File: src/rtl/pll_reset_sequencer.sv
// PLL lock supervisor and reset release sequencer.
// Waits until the synchronized PLL lock has been stable for LOCK_STABLE_CYCLES,
// then releases the peripheral reset, the core reset and finally flags init done,
// with STAGE_DELAY cycles between stages. Loss of lock or a software request
// re-asserts every reset at once and restarts the sequence.
// Optional feature macro: PLL_LOCK_TIMEOUT_EN (sticky lock-timeout flag).
module pll_reset_sequencer #(
  parameter int unsigned LOCK_STABLE_CYCLES = 1024,
  parameter int unsigned STAGE_DELAY        = 16,
  parameter int unsigned LOCK_TIMEOUT       = 65536
) (
  input  logic       i_clk,
  input  logic       i_reset,
  input  logic       i_pll_lock,
  input  logic       i_sw_reset_req,
  output logic       o_periph_reset_n,
  output logic       o_core_reset_n,
  output logic       o_init_done,
  output logic [7:0] o_lock_loss_cnt,
  output logic       o_pll_timeout
);

  localparam int unsigned MaxAB  = (LOCK_STABLE_CYCLES > STAGE_DELAY) ?
                                   LOCK_STABLE_CYCLES : STAGE_DELAY;
  localparam int unsigned MaxAll = (MaxAB > LOCK_TIMEOUT) ? MaxAB : LOCK_TIMEOUT;
  localparam int unsigned CntW   = $clog2(MaxAll) + 1;

  localparam logic [CntW-1:0] StableLast = CntW'(LOCK_STABLE_CYCLES - 1);
  localparam logic [CntW-1:0] StageLast  = CntW'(STAGE_DELAY - 1);
  localparam logic [CntW-1:0] CntOne     = CntW'(1);
`ifdef PLL_LOCK_TIMEOUT_EN
  localparam logic [CntW-1:0] TimeoutLast = CntW'(LOCK_TIMEOUT - 1);
`endif

  typedef enum logic [2:0] {
    StWaitLock,
    StStable,
    StRelPeriph,
    StRelCore,
    StRun
  } state_e;

  state_e          r_state;
  state_e          w_state_d;
  logic [CntW-1:0] r_cnt;
  logic [CntW-1:0] w_cnt_d;
  logic            r_sync1;
  logic            r_sync2;
  logic            w_lock_s;
  logic            w_loss_inc;
  logic            w_periph_n_d;
  logic            w_core_n_d;
  logic            w_done_d;
  logic            r_periph_n;
  logic            r_core_n;
  logic            r_done;
  logic [7:0]      r_loss_cnt;
`ifdef PLL_LOCK_TIMEOUT_EN
  logic            r_timeout;
  logic            w_timeout_d;
`endif

  assign w_lock_s = r_sync2;

  // Two-flop synchronizer for the asynchronous PLL lock input.
  always_ff @(posedge i_clk) begin
    if (i_reset) begin
      r_sync1 <= 1'b0;
      r_sync2 <= 1'b0;
    end else begin
      r_sync1 <= i_pll_lock;
      r_sync2 <= r_sync1;
    end
  end

  // Next-state, shared counter and registered-output decode.
  always_comb begin
    w_state_d  = r_state;
    w_cnt_d    = r_cnt;
    w_loss_inc = 1'b0;
`ifdef PLL_LOCK_TIMEOUT_EN
    w_timeout_d = r_timeout;
`endif
    unique case (r_state)
      StWaitLock: begin
        w_cnt_d = '0;
        if (w_lock_s) begin
          w_state_d = StStable;
        end
`ifdef PLL_LOCK_TIMEOUT_EN
        else if (r_cnt == TimeoutLast) begin
          // Saturate so the flag cannot re-trigger from a wrapped count.
          w_cnt_d     = r_cnt;
          w_timeout_d = 1'b1;
        end else begin
          w_cnt_d = r_cnt + CntOne;
        end
`endif
      end
      StStable: begin
        if (!w_lock_s || i_sw_reset_req) begin
          w_state_d = StWaitLock;
          w_cnt_d   = '0;
        end else if (r_cnt == StableLast) begin
          w_state_d = StRelPeriph;
          w_cnt_d   = '0;
`ifdef PLL_LOCK_TIMEOUT_EN
          w_timeout_d = 1'b0;
`endif
        end else begin
          w_cnt_d = r_cnt + CntOne;
        end
      end
      StRelPeriph, StRelCore, StRun: begin
        if (!w_lock_s || i_sw_reset_req) begin
          // Abort drops every reset together; only lock loss is counted.
          w_state_d  = StWaitLock;
          w_cnt_d    = '0;
          w_loss_inc = !w_lock_s;
        end else if (r_state == StRun) begin
          w_cnt_d = '0;
        end else if (r_cnt == StageLast) begin
          w_state_d = (r_state == StRelPeriph) ? StRelCore : StRun;
          w_cnt_d   = '0;
        end else begin
          w_cnt_d = r_cnt + CntOne;
        end
      end
      default: begin
        w_state_d = StWaitLock;
        w_cnt_d   = '0;
      end
    endcase

    w_periph_n_d = (w_state_d == StRelPeriph) || (w_state_d == StRelCore) ||
                   (w_state_d == StRun);
    w_core_n_d   = (w_state_d == StRelCore) || (w_state_d == StRun);
    w_done_d     = (w_state_d == StRun);
  end

  // State, counter and output registers share one edge so outputs are glitch-free.
  always_ff @(posedge i_clk) begin
    if (i_reset) begin
      r_state    <= StWaitLock;
      r_cnt      <= '0;
      r_periph_n <= 1'b0;
      r_core_n   <= 1'b0;
      r_done     <= 1'b0;
      r_loss_cnt <= 8'd0;
    end else begin
      r_state    <= w_state_d;
      r_cnt      <= w_cnt_d;
      r_periph_n <= w_periph_n_d;
      r_core_n   <= w_core_n_d;
      r_done     <= w_done_d;
      if (w_loss_inc && (r_loss_cnt != 8'hFF)) begin
        r_loss_cnt <= r_loss_cnt + 8'd1;
      end
    end
  end

`ifdef PLL_LOCK_TIMEOUT_EN
  // Sticky timeout flag, cleared only by reset or entry to peripheral release.
  always_ff @(posedge i_clk) begin
    if (i_reset) begin
      r_timeout <= 1'b0;
    end else begin
      r_timeout <= w_timeout_d;
    end
  end

  assign o_pll_timeout = r_timeout;
`else
  assign o_pll_timeout = 1'b0;
`endif

  assign o_periph_reset_n = r_periph_n;
  assign o_core_reset_n   = r_core_n;
  assign o_init_done      = r_done;
  assign o_lock_loss_cnt  = r_loss_cnt;

endmodule

File: config.mk
export PLATFORM = sky130hd
export DESIGN_NAME = pll_reset_sequencer
export DESIGN_NICKNAME = d
export VERILOG_FILES = /design/src/rtl/pll_reset_sequencer.sv
export SDC_FILE = /design/constraint.sdc
export NUM_CORES = 1
export LEC_CHECK = 0
export CAP_MARGIN = 20
export CORE_ASPECT_RATIO = 1.75
export CORE_MARGIN = 8
export CORE_UTILIZATION = 61
export CTS_CLUSTER_DIAMETER = 40
export DETAILED_ROUTE_END_ITERATION = 8
export DONT_BUFFER_PORTS = 1
export PLACE_DENSITY_LB_ADDON = 0.15
export SYNTH_ARGS = -nofsm -noshare
export SYNTH_HDL_FRONTEND = slang
export SYNTH_SLANG_ARGS = --single-unit
File: constraint.sdc
create_clock -name i_clk -period 2.35 [get_ports i_clk]
set_clock_uncertainty 0.2 [all_clocks]
set_input_delay 0.235 -clock i_clk [delete_from_list [all_inputs] [get_ports i_clk]]
set_output_delay 0.235 -clock i_clk [all_outputs]
set_load 0.01 [all_outputs]
## After elaboration in Yosys (flattened, before gate mapping)

Index checks and enable logic that the tools add are counted.
Widths: inputs -> output; s select.

| storage, ports and cells | value |
|---|---|
| flip-flop bits (word level) | 33 |
| logic and storage cells | 44 |
| input port bits | 4 |

| cells by class | value |
|---|---|
| multiplexer cells | 16 |
| equality and inequality tests | 10 |
| add/sub/neg operators | 2 |
| reduce and logical (&&, ||, !) cells | 8 |

Operators with widths:

| kind | number |
|---|---|
| $mux 17 | 5 |
| $pmux 17 s2 | 1 |
| $mux 3 | 7 |
| $add 17x1->17 const B | 1 |
| $eq 17x10->1 const B | 1 |
| $eq 17x4->1 const B | 1 |
| $eq 3x2->1 const B | 4 |
| $pmux 3 s3 | 1 |
| $add 8x1->8 const B | 1 |
| $ne 8x8->1 const B | 1 |
| $eq 3x3->1 const B | 2 |
| $logic_or 1x1->1 | 4 |
| $eq 3x1->1 const B | 1 |
| $logic_not 3->1 | 1 |
| $reduce_or 3->1 | 1 |
| $mux 1 | 2 |
| $logic_and 1x1->1 | 1 |
| $logic_not 1->1 | 1 |

## Logic depth before layout (Yosys ltp)

| logic depth | value |
|---|---|
| depth after elaboration | 9 |
| gate-level depth with buffers | 7 |
| mapped depth without buffers | 6 |

## Worst setup path after synthesis

No wires, ideal clock.

| timing path | value |
|---|---|
| path type | register -> register |
| from | register r_cnt[5] |
| to | register r_cnt[10] |
| data required time | 2.035 ns |
| clock period less this slack | 2.024 ns |
| arrival time | 1.709 ns |
| buffers on the path | 1 |
| setup time | 0.115 ns |
| path slack | 0.326 ns |
| cell stages (with the launch flop) | 7 |
| path through | dfxtp_1 -> or4_4 -> nor4_4 -> a21boi_2 -> o21ai_4 -> buf_8 -> nor2_2 |

| on the way | value |
|---|---|
| cells in the longest elaborated chain, start to end | 5 |

RTL lines:

| element | line | source |
|---|---|---|
| start: declaration | 45 | `logic [CntW-1:0] r_cnt;` |
| start signal: assignment | 152 | `r_cnt <= w_cnt_d;` |
| $add 17x1->17 / $eq 17x4->1 (equally long branches) | 111, 126, 122 |  |
| $mux 17 | 122 | `end else if (r_cnt == StageLast) begin` |
| $mux 17 | 120 | `end else if (r_state == StRun) begin` |
| $mux 17 | 115 | `if (!w_lock_s \|\| i_sw_reset_req) begin` |
| $pmux 17 s2 * | 84 | `unique case (r_state)` |

Every way passes the cells marked *; elsewhere a longest branch is shown, timed or not.
A chain may end at the register's enable or synchronous reset.

## Worst setup path in the final report

| timing path | value |
|---|---|
| from | register r_cnt[5] |
| to | register r_core_n, in the netlist o_core_reset_n |

| on the way | value |
|---|---|
| cells in the longest elaborated chain, start to end | 7 |

RTL lines:

| element | line | source |
|---|---|---|
| $eq 17x4->1 | 122 |  |
| $mux 3 | 122 |  |
| $mux 3 | 120 |  |
| $mux 3 | 115 |  |
| $pmux 3 s3 * | 84 |  |
| $eq 3x2->1 / $eq 3x3->1 (equally long branches) | 137 | `w_core_n_d = (w_state_d == StRelCore) \|\| (w_state_d == StRun);` |
| $logic_or 1x1->1 * | 137 |  |
| end signal: assignment | 154 | `r_core_n <= w_core_n_d;` |
| end: declaration | 55 | `logic r_core_n;` |

Marked as above.

==> results by group <==
Outcome
  • Status: finished clean

Yosys
  • Avg Inst Size Synth: 9.564 um2
  • Sequential fraction of the synthesis area: 0.4238
  • Yosys Warn Count: 0
  • Post-synth EDFFs: 0
  • Mapped Nets: about 170
  • Mapped Area: roughly 1600 um2
  • Asr flop ratio synth: 0
  • Gate Count Post-Synth: 163
  • Cell variety after synth: 38
  • Register bit total from synthesis: 33
  • Dominant synthesized flop cell: dfxtp_1

Worst setup path
  • Slowest CP cell: or4_4
  • CP peak stage delay: 540 ps
  • Crit path capture type: register
  • R2R Path Start: r_cnt[5]
  • Arr. time, crit path: approximately 2100 ps
  • CP startpoint kind: register
  • CP max FO: 6
  • Buffer and inverter count on the worst path: 0
  • Worst endpoint required time: between 2000 and 2500 ps
  • Reg2reg setup slack: 260 ps
  • Crit-path cells: or4_4, nor4_4, a31oi_1, a21oi_1, o21ai_0
  • Reg2reg end: o_core_reset_n
  • Critical path type: reg2reg
  • Cells on worst reg2reg path: 5
  • Cell family with most CP delay: simple AND/OR/NAND/NOR gates

Clocking
  • Root buffer cell: clkbuf_8
  • Num CTS Buffers: 5
  • Sink Count: 33
  • Worst-path clk slew: 70 ps
  • Buffer depth of the longest clock path: 2
  • # Post-CTS Setup Buffers: 0
  • H-tree depth: 2
  • Post-cts resize count: 0
  • CTS tree: built
  • Clock latency at the later pin of the worst-skew pair: 290 ps

Timing
  • Final Max Tran Viols: 0
  • Final setup violation count: 0
  • Period utilisation layout: 0.8889
  • Final setup TNS: 0 ps
  • RSZ-0062 raised after global routing: no
  • Fin. Hold Viols: 0
  • Fin crit period: between 2000 and 2500 ps
  • Fmax: 478.7 MHz

Final layout
  • Area Growth Syn to Fin: 9.471%
  • Post-layout nets: 176
  • ANT cells: 0
  • Layout fillers: 201
  • Fraction of layout instances using a drive strength above 1: 0.1813
  • Area of the multi-input gates: 857.1 um2
  • Storage cell area: around 660 um2

Run
  • Max cap viols: 0

Die
  • Core area: 2462 um2
  • Die Area: 4493 um2
  • Starting density of the core: 0.6331
  • Width of the die: 54.22 um
  • Io pins: 16
  • Die H: between 80 and 90 um
  • Rows: 24

Global route
  • GRT Util Overall: 0.1431
  • Global-route wire length before repair: 4947 um
  • Number of global-route vias before repair: 1,176
  • Antenna violations before repair: 0
  • Congestion Overflow GR: 0
  • Largest net degree at the start of global routing: 18

Pwr
  • Post-layout power: roughly 1.0 mW
  • Leak: 0.6308 nW
  • Pwr dens: approximately 610 nW/um2
  • VDD IR max: 0.4670 mV

Route
  • Via Count: around 1,100
  • Vias per cell: 5.579
  • Drt total wl: between 2000 and 3000 um
  • Average wire per standard cell: 14.34 um
  • Post-DRT Antenna Nets: 0
  • DRC Markers: 0
  • DR iter-0 viols: 18
  • First-pass DRT Iterations: 3

Worst hold path
  • Hold path depth: 3
  • Hold Crit Start: i_reset
  • Hold Crit Class: in2reg
  • Hold path endpoint: r_state[1]

Place
  • GPL Wtd Cong: 0.8055
  • Post-DP HPWL: 2042 um
  • Port bufs: 0
==> cell families (layout without fill, tap and decap cells) <==
logic type | after synthesis | after routing | share of synthesized area
and+or+nand+nor | 87 | 87 | 0.3419
DFF | 33 | 33 | 0.4238
xor gates and xnor gates | 22 | 22 | 0.1236
AOI/OAI and AO/OA | 10 | 10 | 0.05940
buffers and inverters | 7 | 15 | 0.02648
adders and majority gates | 2 | 2 | 0.01605
other | 1 | 1 | 0.002405
muxes | 1 | 1 | 0.006421
==> what timing repair did <==
action,4_1_cts,5_1_grt
endpoints found under the setup margin,0,0
hold buffers,2,0
endpoints found under the hold margin,11,0
==> where the power goes <==
part,switching (mW),internal [mW]
logic,0.00644,0.00570
clock network,0.201,0.264
registers,0.00211,0.561
total,0.209,0.831
==> how the worst max path moves through the flow <==
stage                from                  to  slack (ps)  depth (start not counted)
4_1_cts        r_state[2]  o_lock_loss_cnt[5]         250                          5
3_3_place_gp     r_cnt[5]      o_core_reset_n         330                          5
6_report         r_cnt[5]      o_core_reset_n         260                          5
5_1_grt        r_state[2]  o_lock_loss_cnt[6]         100                          5
2_1_floorplan    r_cnt[5]           r_cnt[10]         330                          6
3_5_place_dp     r_cnt[5]      o_core_reset_n         280                          5
==> cells in the final DEF, fill, tap and decap left out, drive strengths merged, types with 3 or more instances in the layout <==
master  count
nand3       5
nand2      12
inv         4
o21ai       3
a21oi       3
nand4       6
and4        4
xnor2       8
and3        8
dfxtp      33
clkbuf      7
xor2       14
nor2       32
nor2b       3
==> routing by layer <==
layer | share of wire | up-vias | track usage | wire length [um]
met3 | 0.051 | 7 | 0.05000 | 143
li1 | - | 569 | - | -
met5 | 0 | - | 0 | 0
met2 | 0.53 | 14 | 0.2463 | 1510
met1 | 0.39 | 509 | 0.1354 | 1099
met4 | 0.025 | 0 | 0.07883 | 72
==> sequential cells by signal, indices dropped and copies added, names as in the netlist <==
register,flops
r_sync1,1
r_cnt,17
o_lock_loss_cnt,8
r_sync2,1
r_state,3
o_core_reset_n,1
o_periph_reset_n,1
o_init_done,1
==> worst reg2reg max path: stages (launching register included) <==
cell	delay [ps]
dfxtp_1	350
or4_4	540
nor4_4	340
a31oi_1	150
a21oi_1	250
o21ai_0	140
==> layout make-up <==
type / instances / area share
Clock buffer: 7 / 0.05645
Tap cell: 26 / 0.01906
Multi-Input combinational cell: 123 / 0.5022
Timing Repair Buffer: 3 / 0.02346
Clock inverter: 1 / 0.002933
Inverter: 4 / 0.008798
Sequential cell: 33 / 0.3871
==> cell usage after synthesis, types with 2 or more instances <==
master / number / area share
ha_1: 2 / 0.016
dfxtp_1: 33 / 0.42
nand2b_1: 2 / 0.0080
inv_1: 4 / 0.0096
nand2_1: 12 / 0.029
nor4_4: 2 / 0.027
nand3_1: 5 / 0.016
nand4_1: 6 / 0.024
nor2b_1: 3 / 0.012
nor2_1: 22 / 0.053
nor3b_1: 2 / 0.0096
o21ai_0: 2 / 0.0064
nor2_2: 10 / 0.040
a21oi_1: 3 / 0.0096
xor2_1: 14 / 0.079
xnor2_1: 8 / 0.045
nand4b_1: 2 / 0.011
and3_1: 8 / 0.032
or4_4: 2 / 0.014
and4_1: 3 / 0.017
==> metrics by stage <==
stage          std cells  worst slack, ps  instance area [um2]  hold WS, ps  utilization
5_1_grt              197            100.7                 1707        19.12       0.6931
6_report             197            261.0                 1707        13.97       0.6931
4_1_cts              197            249.4                 1707       0.9565       0.6931
3_3_place_gp         187            332.0                 1585        109.2       0.6438
2_1_floorplan        163            325.7                 1559        106.6            -
3_5_place_dp         187            282.2                 1585        110.8       0.6438
(Power assumes the default switching activity.)
